$ cat src/rtl/pwd_pkg.sv
// Shared types for the pattern window detector: per-channel config record,
// its reset default and a width helper.
package pwd_pkg;

   localparam int W_MAX = 16;

   typedef struct packed {
      logic [W_MAX-1:0] pattern;
      logic [W_MAX-1:0] mask;
      logic             overlap;
      logic             lock_en;
   } ch_cfg_t;

   // Reset default: mask of zero means every channel matches anything once filled.
   localparam ch_cfg_t CFG_RST = '{pattern: '0, mask: '0, overlap: 1'b1, lock_en: 1'b1};

   function automatic int clog2_min1(input int v);
      return (v <= 2) ? 1 : $clog2(v);
   endfunction

endpackage

$ cat src/rtl/pwd_channel.sv
// One detection channel: config registers, fill counter, masked compare
// against the shared window, registered match pulse and saturating hit counter.
module pwd_channel
   import pwd_pkg::*;
#(
   parameter int W     = 4,
   parameter int CNT_W = 8
) (
   input  logic             clk,
   input  logic             rst_n,
   input  logic             valid_i,
   input  logic [W-1:0]     win_i,
   input  logic             lock_i,
   input  logic             cfg_we_i,
   input  ch_cfg_t          cfg_i,
   output logic             dec_o,
   output logic [CNT_W-1:0] cnt_o
);

   localparam int                FILL_W   = clog2_min1(W + 1);
   localparam logic [FILL_W-1:0] FILL_MAX = FILL_W'(W);
   localparam logic [FILL_W-1:0] FILL_ARM = FILL_W'(W - 1);
   localparam logic [CNT_W-1:0]  CNT_MAX  = '1;

   ch_cfg_t           cfg_q, cfg_d;
   logic [FILL_W-1:0] fill_q, fill_d;
   logic [CNT_W-1:0]  cnt_q, cnt_d;
   logic              dec_q, hit;
   logic [W_MAX-1:0]  diff;

   // Pattern and mask are zero above W, so the upper compare bits never fire.
   assign diff = (W_MAX'(win_i) ^ cfg_q.pattern) & cfg_q.mask;

   always_comb begin
      cfg_d  = cfg_q;
      fill_d = fill_q;
      cnt_d  = cnt_q;
      hit    = 1'b0;
      if (cfg_we_i) begin
         cfg_d  = cfg_i;
         fill_d = '0;
         cnt_d  = '0;
      end else if (valid_i) begin
         hit = (fill_q >= FILL_ARM) && (diff == '0) && !(lock_i && cfg_q.lock_en);
         if (fill_q != FILL_MAX) fill_d = fill_q + 1'b1;
         if (hit) begin
            if (!cfg_q.overlap) fill_d = '0;
            if (cnt_q != CNT_MAX) cnt_d = cnt_q + 1'b1;
         end
      end
   end

   always_ff @(posedge clk or negedge rst_n) begin
      if (!rst_n) begin
         cfg_q  <= CFG_RST;
         fill_q <= '0;
         cnt_q  <= '0;
         dec_q  <= 1'b0;
      end else begin
         cfg_q  <= cfg_d;
         fill_q <= fill_d;
         cnt_q  <= cnt_d;
         dec_q  <= hit;
      end
   end

   assign dec_o = dec_q;
   assign cnt_o = cnt_q;

endmodule

$ cat src/rtl/pattern_window_detector.sv
// Serial-bitstream pattern detector: shared sliding window, run-of-ones
// lockout and NCH independently programmable detection channels.
module pattern_window_detector
   import pwd_pkg::*;
#(
   parameter int W        = 4,
   parameter int NCH      = 2,
   parameter int CNT_W    = 8,
   parameter int LOCK_RUN = 4,
   parameter int SEL_W    = 1
) (
   input  logic             clk,
   input  logic             rst_n,
   input  logic             in,
   input  logic             in_valid,
   input  logic             cfg_we,
   input  logic [SEL_W-1:0] cfg_sel,
   input  logic [W-1:0]     cfg_pattern,
   input  logic [W-1:0]     cfg_mask,
   input  logic             cfg_overlap,
   input  logic             cfg_lock_en,
   input  logic             lock_clr,
   output logic [NCH-1:0]   dec,
   output logic             locked,
   input  logic [SEL_W-1:0] cnt_sel,
   output logic [CNT_W-1:0] cnt_out
);

   localparam int               RUN_W   = clog2_min1(LOCK_RUN + 1);
   localparam logic [RUN_W-1:0] RUN_MAX = RUN_W'(LOCK_RUN);

   logic [W-1:0]              window_q, window_d;
   logic [RUN_W-1:0]          run_q, run_d;
   logic                      locked_q, locked_d;
   ch_cfg_t                   cfg_w;
   logic [NCH-1:0][CNT_W-1:0] cnt;

   assign window_d = in_valid ? {window_q[W-2:0], in} : window_q;

   // With LOCK_RUN=0 the run never leaves zero, so lockout can never assert.
   always_comb begin
      run_d    = run_q;
      locked_d = locked_q;
      if (lock_clr) begin
         run_d    = '0;
         locked_d = 1'b0;
      end else if (in_valid) begin
         if (!in) begin
            run_d = '0;
         end else if (run_q != RUN_MAX) begin
            run_d = run_q + 1'b1;
            if (run_d == RUN_MAX) locked_d = 1'b1;
         end
      end
   end

   always_ff @(posedge clk or negedge rst_n) begin
      if (!rst_n) begin
         window_q <= '0;
         run_q    <= '0;
         locked_q <= 1'b0;
      end else begin
         window_q <= window_d;
         run_q    <= run_d;
         locked_q <= locked_d;
      end
   end

   always_comb begin
      cfg_w         = CFG_RST;
      cfg_w.pattern = W_MAX'(cfg_pattern);
      cfg_w.mask    = W_MAX'(cfg_mask);
      cfg_w.overlap = cfg_overlap;
      cfg_w.lock_en = cfg_lock_en;
   end

   // Channels see the post-shift window and post-update lock, so a match
   // and a lockout triggered by the same bit resolve in that same cycle.
   for (genvar i = 0; i < NCH; i++) begin : g_ch
      pwd_channel #(.W(W), .CNT_W(CNT_W)) u_ch (
         .clk      (clk),
         .rst_n    (rst_n),
         .valid_i  (in_valid),
         .win_i    (window_d),
         .lock_i   (locked_d),
         .cfg_we_i (cfg_we && (cfg_sel == SEL_W'(i))),
         .cfg_i    (cfg_w),
         .dec_o    (dec[i]),
         .cnt_o    (cnt[i])
      );
   end

   always_comb begin
      cnt_out = '0;
      for (int i = 0; i < NCH; i++) begin
         if (cnt_sel == SEL_W'(i)) cnt_out = cnt[i];
      end
   end

   assign locked = locked_q;

endmodule
$ cat config.mk
export PLATFORM = sky130hd
export DESIGN_NAME = pattern_window_detector
export DESIGN_NICKNAME = d
export VERILOG_FILES = /design/src/rtl/pwd_pkg.sv /design/src/rtl/pwd_channel.sv /design/src/rtl/pattern_window_detector.sv
export SDC_FILE = /design/constraint.sdc
export NUM_CORES = 1
export LEC_CHECK = 0
export ABC_CLOCK_PERIOD_IN_PS = 2200
export BUFFER_PORTS_ARGS = -buffer_cell sky130_fd_sc_hd__buf_2
export CORE_UTILIZATION = 53
export CTS_CLUSTER_DIAMETER = 80
export CTS_CLUSTER_SIZE = 12
export DETAILED_ROUTE_END_ITERATION = 8
export MAX_ROUTING_LAYER = met4
export PLACE_DENSITY = 0.84
export SETUP_SLACK_MARGIN = 0.15
export SYNTH_ARGS = -nofsm -noshare
export SYNTH_HDL_FRONTEND = slang
export SYNTH_SLANG_ARGS = --single-unit
$ cat constraint.sdc
create_clock -name clk -period 2.2 [get_ports clk]
set_input_delay 0.22 -clock clk [delete_from_list [all_inputs] [get_ports clk]]
set_output_delay 0.22 -clock clk [all_outputs]
set_load 0.03 [all_outputs]
* Yosys cells after proc, flatten, opt, wreduce, memory -nomap -nowiden
Index checks and enable logic that the tools add are counted.
Widths: inputs -> output; s select.
** Operators by class
- Order comparisons :: 2
- Add/sub/neg operators :: 5
- Reduce and logical (&&, ||, !) cells :: 22
- Multiplexer cells :: 33
- Equality and inequality tests :: 7
- Bitwise logic cells :: 5
** Operators by type and width (number)
- $mux 8 :: 9
- $mux 3 :: 14
- $and 16x4->16 :: 2
- $logic_not 16->1 :: 2
- $add 8x1->8 const B :: 2
- $ne 8x8->1 const B :: 2
- $reduce_bool 2->1 :: 7
- $add 3x1->3 const B :: 3
- $mux 1 :: 9
- $ne 3x3->1 const B :: 3
- $logic_and 1x1->1 :: 8
- $xor 4x4->4 :: 2
- $ge 3x2->1 const B :: 2
- $reduce_and 3->1 :: 2
- $mux 4 :: 1
- $eq 3x3->1 const B :: 1
- $ne 3x1->1 const B :: 1
- $logic_not 1->1 :: 2
- $reduce_and 2->1 :: 1
- $not 1->1 :: 1
** Word-level totals
- Bits in registers :: 52
- Word-level logic and storage cells :: 91
- Input bits :: 18

* Longest topological paths before layout
- Depth in word-level cells :: 13
- Mapped depth :: 8
- Mapped depth without buffers :: 7

* By module
A second synthesis with hierarchy kept.
** Second synthesis, totals
- Cell total of the unflattened synthesis :: 364
- Area, all modules :: 4644.5 sq um
** Modules (own cells, without submodules)
- pwd_channel :: area each 2065.7 sq um, cells an instance 158, times used 2
- pattern_window_detector :: area each 513.0 sq um, cells an instance 48, times used 1

* Least setup slack after synthesis
Ideal clock, no wire load.
- Path type :: reg-to-reg
- From :: register run_q[0]
- To :: register g_ch[1].u_ch.cnt_q[7]
- Slack :: -31 ps
- Setup time :: 129 ps
- Clock period less this slack :: 2231 ps
- Arrival :: 2102 ps
- Cell stages (with the launch flop) :: 8
- Cell sequence :: dfrtp_1 -> ha_1 -> or3b_2 -> a311oi_2 -> a221o_1 -> buf_2 -> nor3_1 -> mux2i_1
** On the way
- Word-level cells in the longest chain between the ends :: 12
** RTL lines
- start, declared :: RTL line pattern_window_detector.sv:33 : logic [RUN_W-1:0] run_q, run_d;
- start signal, assigned :: RTL line pattern_window_detector.sv:64 : run_q <= run_d;
- $add 3x1->3 :: RTL line pattern_window_detector.sv:51 : run_d = run_q + 1'b1;
- $eq 3x3->1 :: RTL line pattern_window_detector.sv:52 : if (run_d == RUN_MAX) locked_d = 1'b1;
- $mux 1 :: RTL line pattern_window_detector.sv:52
- $mux 1 (*) :: RTL line pattern_window_detector.sv:50 : end else if (run_q != RUN_MAX) begin
- $mux 1 (*) :: RTL line pattern_window_detector.sv:48 : if (!in) begin
- $mux 1 (*) :: RTL line pattern_window_detector.sv:47 : end else if (in_valid) begin
- $mux 1 (*) :: RTL line pattern_window_detector.sv:44 : if (lock_clr) begin
- net g_ch[0].u_ch.lock_i :: RTL line pwd_channel.sv:13 : input logic lock_i,
- $logic_and 1x1->1 (*) :: RTL line pwd_channel.sv:44 : hit = (fill_q >= FILL_ARM) && (diff == '0) && !(lock_i && cfg_q.lock_en);
- $logic_not 1->1 (*) :: RTL line pwd_channel.sv:44
- $logic_and 1x1->1 (*) :: RTL line pwd_channel.sv:44
- $reduce_bool 2->1 (no source line) (*)
- $reduce_and 3->1 (no source line) (*)
- end signal, assigned :: RTL line pwd_channel.sv:62 : cnt_q <= cnt_d;
- end, declared :: RTL line pwd_channel.sv:27 : logic [CNT_W-1:0] cnt_q, cnt_d;
Mark *: on every way through the listed nets, which the timed path passes. The rest lies on a longest branch.
A chain may end at the register's enable or synchronous reset.

* Worst setup path in the final report
- From :: register run_q[1]
- To :: register g_ch[0].u_ch.cnt_q[2]
** On the way
- Word-level cells in the longest chain between the ends :: 12
** RTL lines (RTL line)
- $add 3x1->3 :: pattern_window_detector.sv:51
- $eq 3x3->1 :: pattern_window_detector.sv:52
- $mux 1 :: pattern_window_detector.sv:52
- $mux 1 (*) :: pattern_window_detector.sv:50
- $mux 1 (*) :: pattern_window_detector.sv:48
- $mux 1 (*) :: pattern_window_detector.sv:47
- $mux 1 (*) :: pattern_window_detector.sv:44
- net g_ch[0].u_ch.lock_i :: pwd_channel.sv:13
- $logic_and 1x1->1 (*) :: pwd_channel.sv:44
- $logic_not 1->1 (*) :: pwd_channel.sv:44
- $logic_and 1x1->1 (*) :: pwd_channel.sv:44
- $reduce_bool 2->1 (no source line) (*)
- $reduce_and 3->1 (no source line) (*)
- end signal, assigned :: pwd_channel.sv:62
- end, declared :: pwd_channel.sv:27
Marks and branches as above.

==> impl_metrics.yaml <==
pwr:
  p_leak_nw: 1.69
  peakVddDrop_mv: 0.367
  power.density_nw_per_um2: 785
cts:
  clkTransAtPathRegs_ns: 0.09
  clock_tree.buffer_depth: 2
  htree_num_levels: 2
  cts_buffers: 5
  clock-root-buffer: "clkbuf_8"
  cts_tree: "yes"
  clk-insertion-delay-late_ns: 0.32
  cts_sinks: 52
setup_path:
  worstPathMaxFanout: 7
  crit_type: "reg -> reg"
  end_kind: "register"
  critical_path_required_ns: 2.44
  worst_r2r_path_depth: 7
  crit_arrival_ns: 2.53
  rrSetupSlack_ns: -0.08
  cp-start-kind: "register"
global_routing:
  grt_start_max_net_pins: 29
  grt_usage: 0.276
  grt_first_pass_wirelength_mm: 12.3
  overflow: 0
  antenna_found_initial: 0
  grt_pass1_vias: 2628
logic_synthesis:
  synthCells: 320
  synth_warnings: 0
  synth_nets: 349
  synth_edf_count: 0
  ys_async_sr_fraction: 1.00
  synthesis.area_um2: 2930
  ys_seq_area_frac: 0.445
  synth.distinct_cells: 42
  ys.flop_type: "dfrtp_1"
  synth_seq_cells: 52
  syn_area_per_cell_um2: 9.17
sta:
  slew_headroom: 0.565
  hold_viol_final: 0
  fin_crit_ns: 2.28
  finalHoldWorstSlack_ns: 0.102
  setup_viol: 19
  timing.final.max_slew_violations: 0
  timing.final.crit_share: 1.04
  fmax_ghz: 0.438
  setup_ws_ns: -0.0834
  rsz0062_at_grt: "yes"
  worstMarginPinSlew_ns: 0.652
  fin_skew_ns: 0.00414
die:
  die_height_um: 76.4
  start_util: 0.564
  die_area_um2: 5840
  core_area_um2: 5200
  die_width_um: 76.4
  num_rows: 26
  pin_count: 29
drt:
  firstDrtPassIters: 4
  drc_errors: 0
  drtIter0Drc: 159
  via_per_inst: 5.90
  wl_per_cell_um: 16.0
  via_count: 2650
  postRouteAntennaNets: 0
  finalWirelength_mm: 7.19
outcome:
  violations: "negative setup slack"
  status: "complete, but fails checks"
final_layout:
  drive_above_1_share: 0.303
  antenna_cells: 0
  areaGrowthSynthToFinish_pct: 23.5
  layout.nets: 407
  final_cells: 449
placed_design:
  portBuffers: 28
  place_congestion: 0.859
  pre_cts_ws_ns: -0.144
  dp.cells: 431
  hpwl_mm: 5.04
min_path:
  worstHoldPathCells: 3
  hold_path.class: "in -> reg"
job:
  max-cap-violations: 0
worst max-delay path, cell delays in order, from the launching register on:
cell and delay [ns]:
dfrtp_2 0.45, ha_2 0.21, or3b_4 0.41, a311oi_4 0.42
a2111o_1 0.37, buf_6 0.14, o31ai_1 0.05, a21oi_1 0.16
state kept, by name, indices dropped and copies added (netlist names):
signal / flops
g_ch.u_ch.cfg_q: 20
g_ch.u_ch.cnt_o: 16
g_ch.u_ch.dec_o: 2
g_ch.u_ch.fill_q: 6
locked: 1
run_q: 3
window_q: 4
stage by stage:
step	setup TNS, ns	total power, W	util	instance area (um^2)
after floorplan	0	0.00181	-	2970
after global placement	-0.111	0.00208	0.640	3330
after detailed placement	-1.19	0.00212	0.640	3330
after CTS	-1.16	0.00280	0.691	3600
after global routing	-3.26	0.00301	0.696	3620
final	-1.00	0.00284	0.696	3620
cell usage after synthesis, types with 4 or more instances:
| master | n | share of area |
|---|---|---|
| a21oi_1 | 16 | 0.027 |
| o31ai_1 | 11 | 0.028 |
| a211oi_1 | 4 | 0.010 |
| ha_1 | 11 | 0.047 |
| a221o_1 | 4 | 0.014 |
| mux2_2 | 8 | 0.031 |
| nand3_1 | 12 | 0.020 |
| xnor2_1 | 5 | 0.015 |
| nand2_1 | 82 | 0.10 |
| or4_1 | 10 | 0.026 |
| mux2i_1 | 6 | 0.020 |
| inv_1 | 16 | 0.020 |
| nor2_1 | 7 | 0.0090 |
| nor3_1 | 6 | 0.010 |
| nand2b_1 | 9 | 0.019 |
| dfrtp_1 | 48 | 0.41 |
| dfstp_2 | 4 | 0.036 |
| clkbuf_1 | 11 | 0.014 |
| o21ai_0 | 9 | 0.015 |
placed cells by master, fill, tap and decap left out, types with 5 or more instances in the layout:
cell type and n:
clkbuf_8 5, inv_1 14, o31ai_1 7, or4_1 7
buf_2 28, buf_4 31, xnor2_1 5, nand2_1 82
nand3_1 12, nor2_1 7, buf_6 7, mux2i_1 6
nand2b_1 9, dfrtp_1 46, a21oi_1 14, ha_1 7
mux2_2 8, o21ai_0 6
logic make-up (layout without fill, tap and decap cells):
kind of cell,count (synthesis),after routing,share of synthesized area
AOI/OAI and AO/OA,62,63,0.148
xor gates and xnor gates,5,5,0.0149
adders and majority gates,11,11,0.0469
buffers and inverters,33,91,0.0486
DFF,52,52,0.445
muxes,18,18,0.0759
and+or+nand+nor,139,139,0.220
metal layers:
layer | vias up | routed length [um] | global-route usage
met5 | - | 0 | -
met1 | 1275 | 3040 | 0.334
met2 | 105 | 3520 | 0.452
met4 | 0 | 152 | 0.110
li1 | 1254 | - | -
met3 | 16 | 479 | 0.0539
final cells by class:
type	instances	area, um^2
Clock buffer	5	68.8
Sequential cell	52	1310
Fill cell	424	1580
Inverter	16	60.1
Multi-Input combinational cell	236	1620
Clock inverter	3	18.8
Tap cell	70	87.6
Timing Repair Buffer	67	462
final timing paths:
path                                       start                     end
setup / recovery                        run_q[1]   g_ch[0].u_ch.cnt_o[2]
hold / removal                       cfg_overlap   g_ch[0].u_ch.cfg_q[1]
setup reg to reg                        run_q[1]   g_ch[0].u_ch.cnt_o[2]
hold reg to reg            g_ch[1].u_ch.cfg_q[0]   g_ch[1].u_ch.cfg_q[0]
max in group asynchronous                  rst_n   g_ch[0].u_ch.cfg_q[0]
min in group asynchronous                  rst_n  g_ch[0].u_ch.fill_q[1]
where the power goes:
part           switching (W)  internal (W)  leakage [nW]
sequential          0.000115       0.00110         0.666
combinational       0.000596      0.000489         0.974
clock               0.000327      0.000222        0.0479
what timing repair did:
item                       CTS  global route
cloned                       2             0
pin swaps                   24             8
gates resized for setup     27             9
hold buffers                 1             0
hold endpoints to repair    24             0
setup endpoints to repair   23            24
buffers inserted             6             1
(Power assumes the default switching activity.)
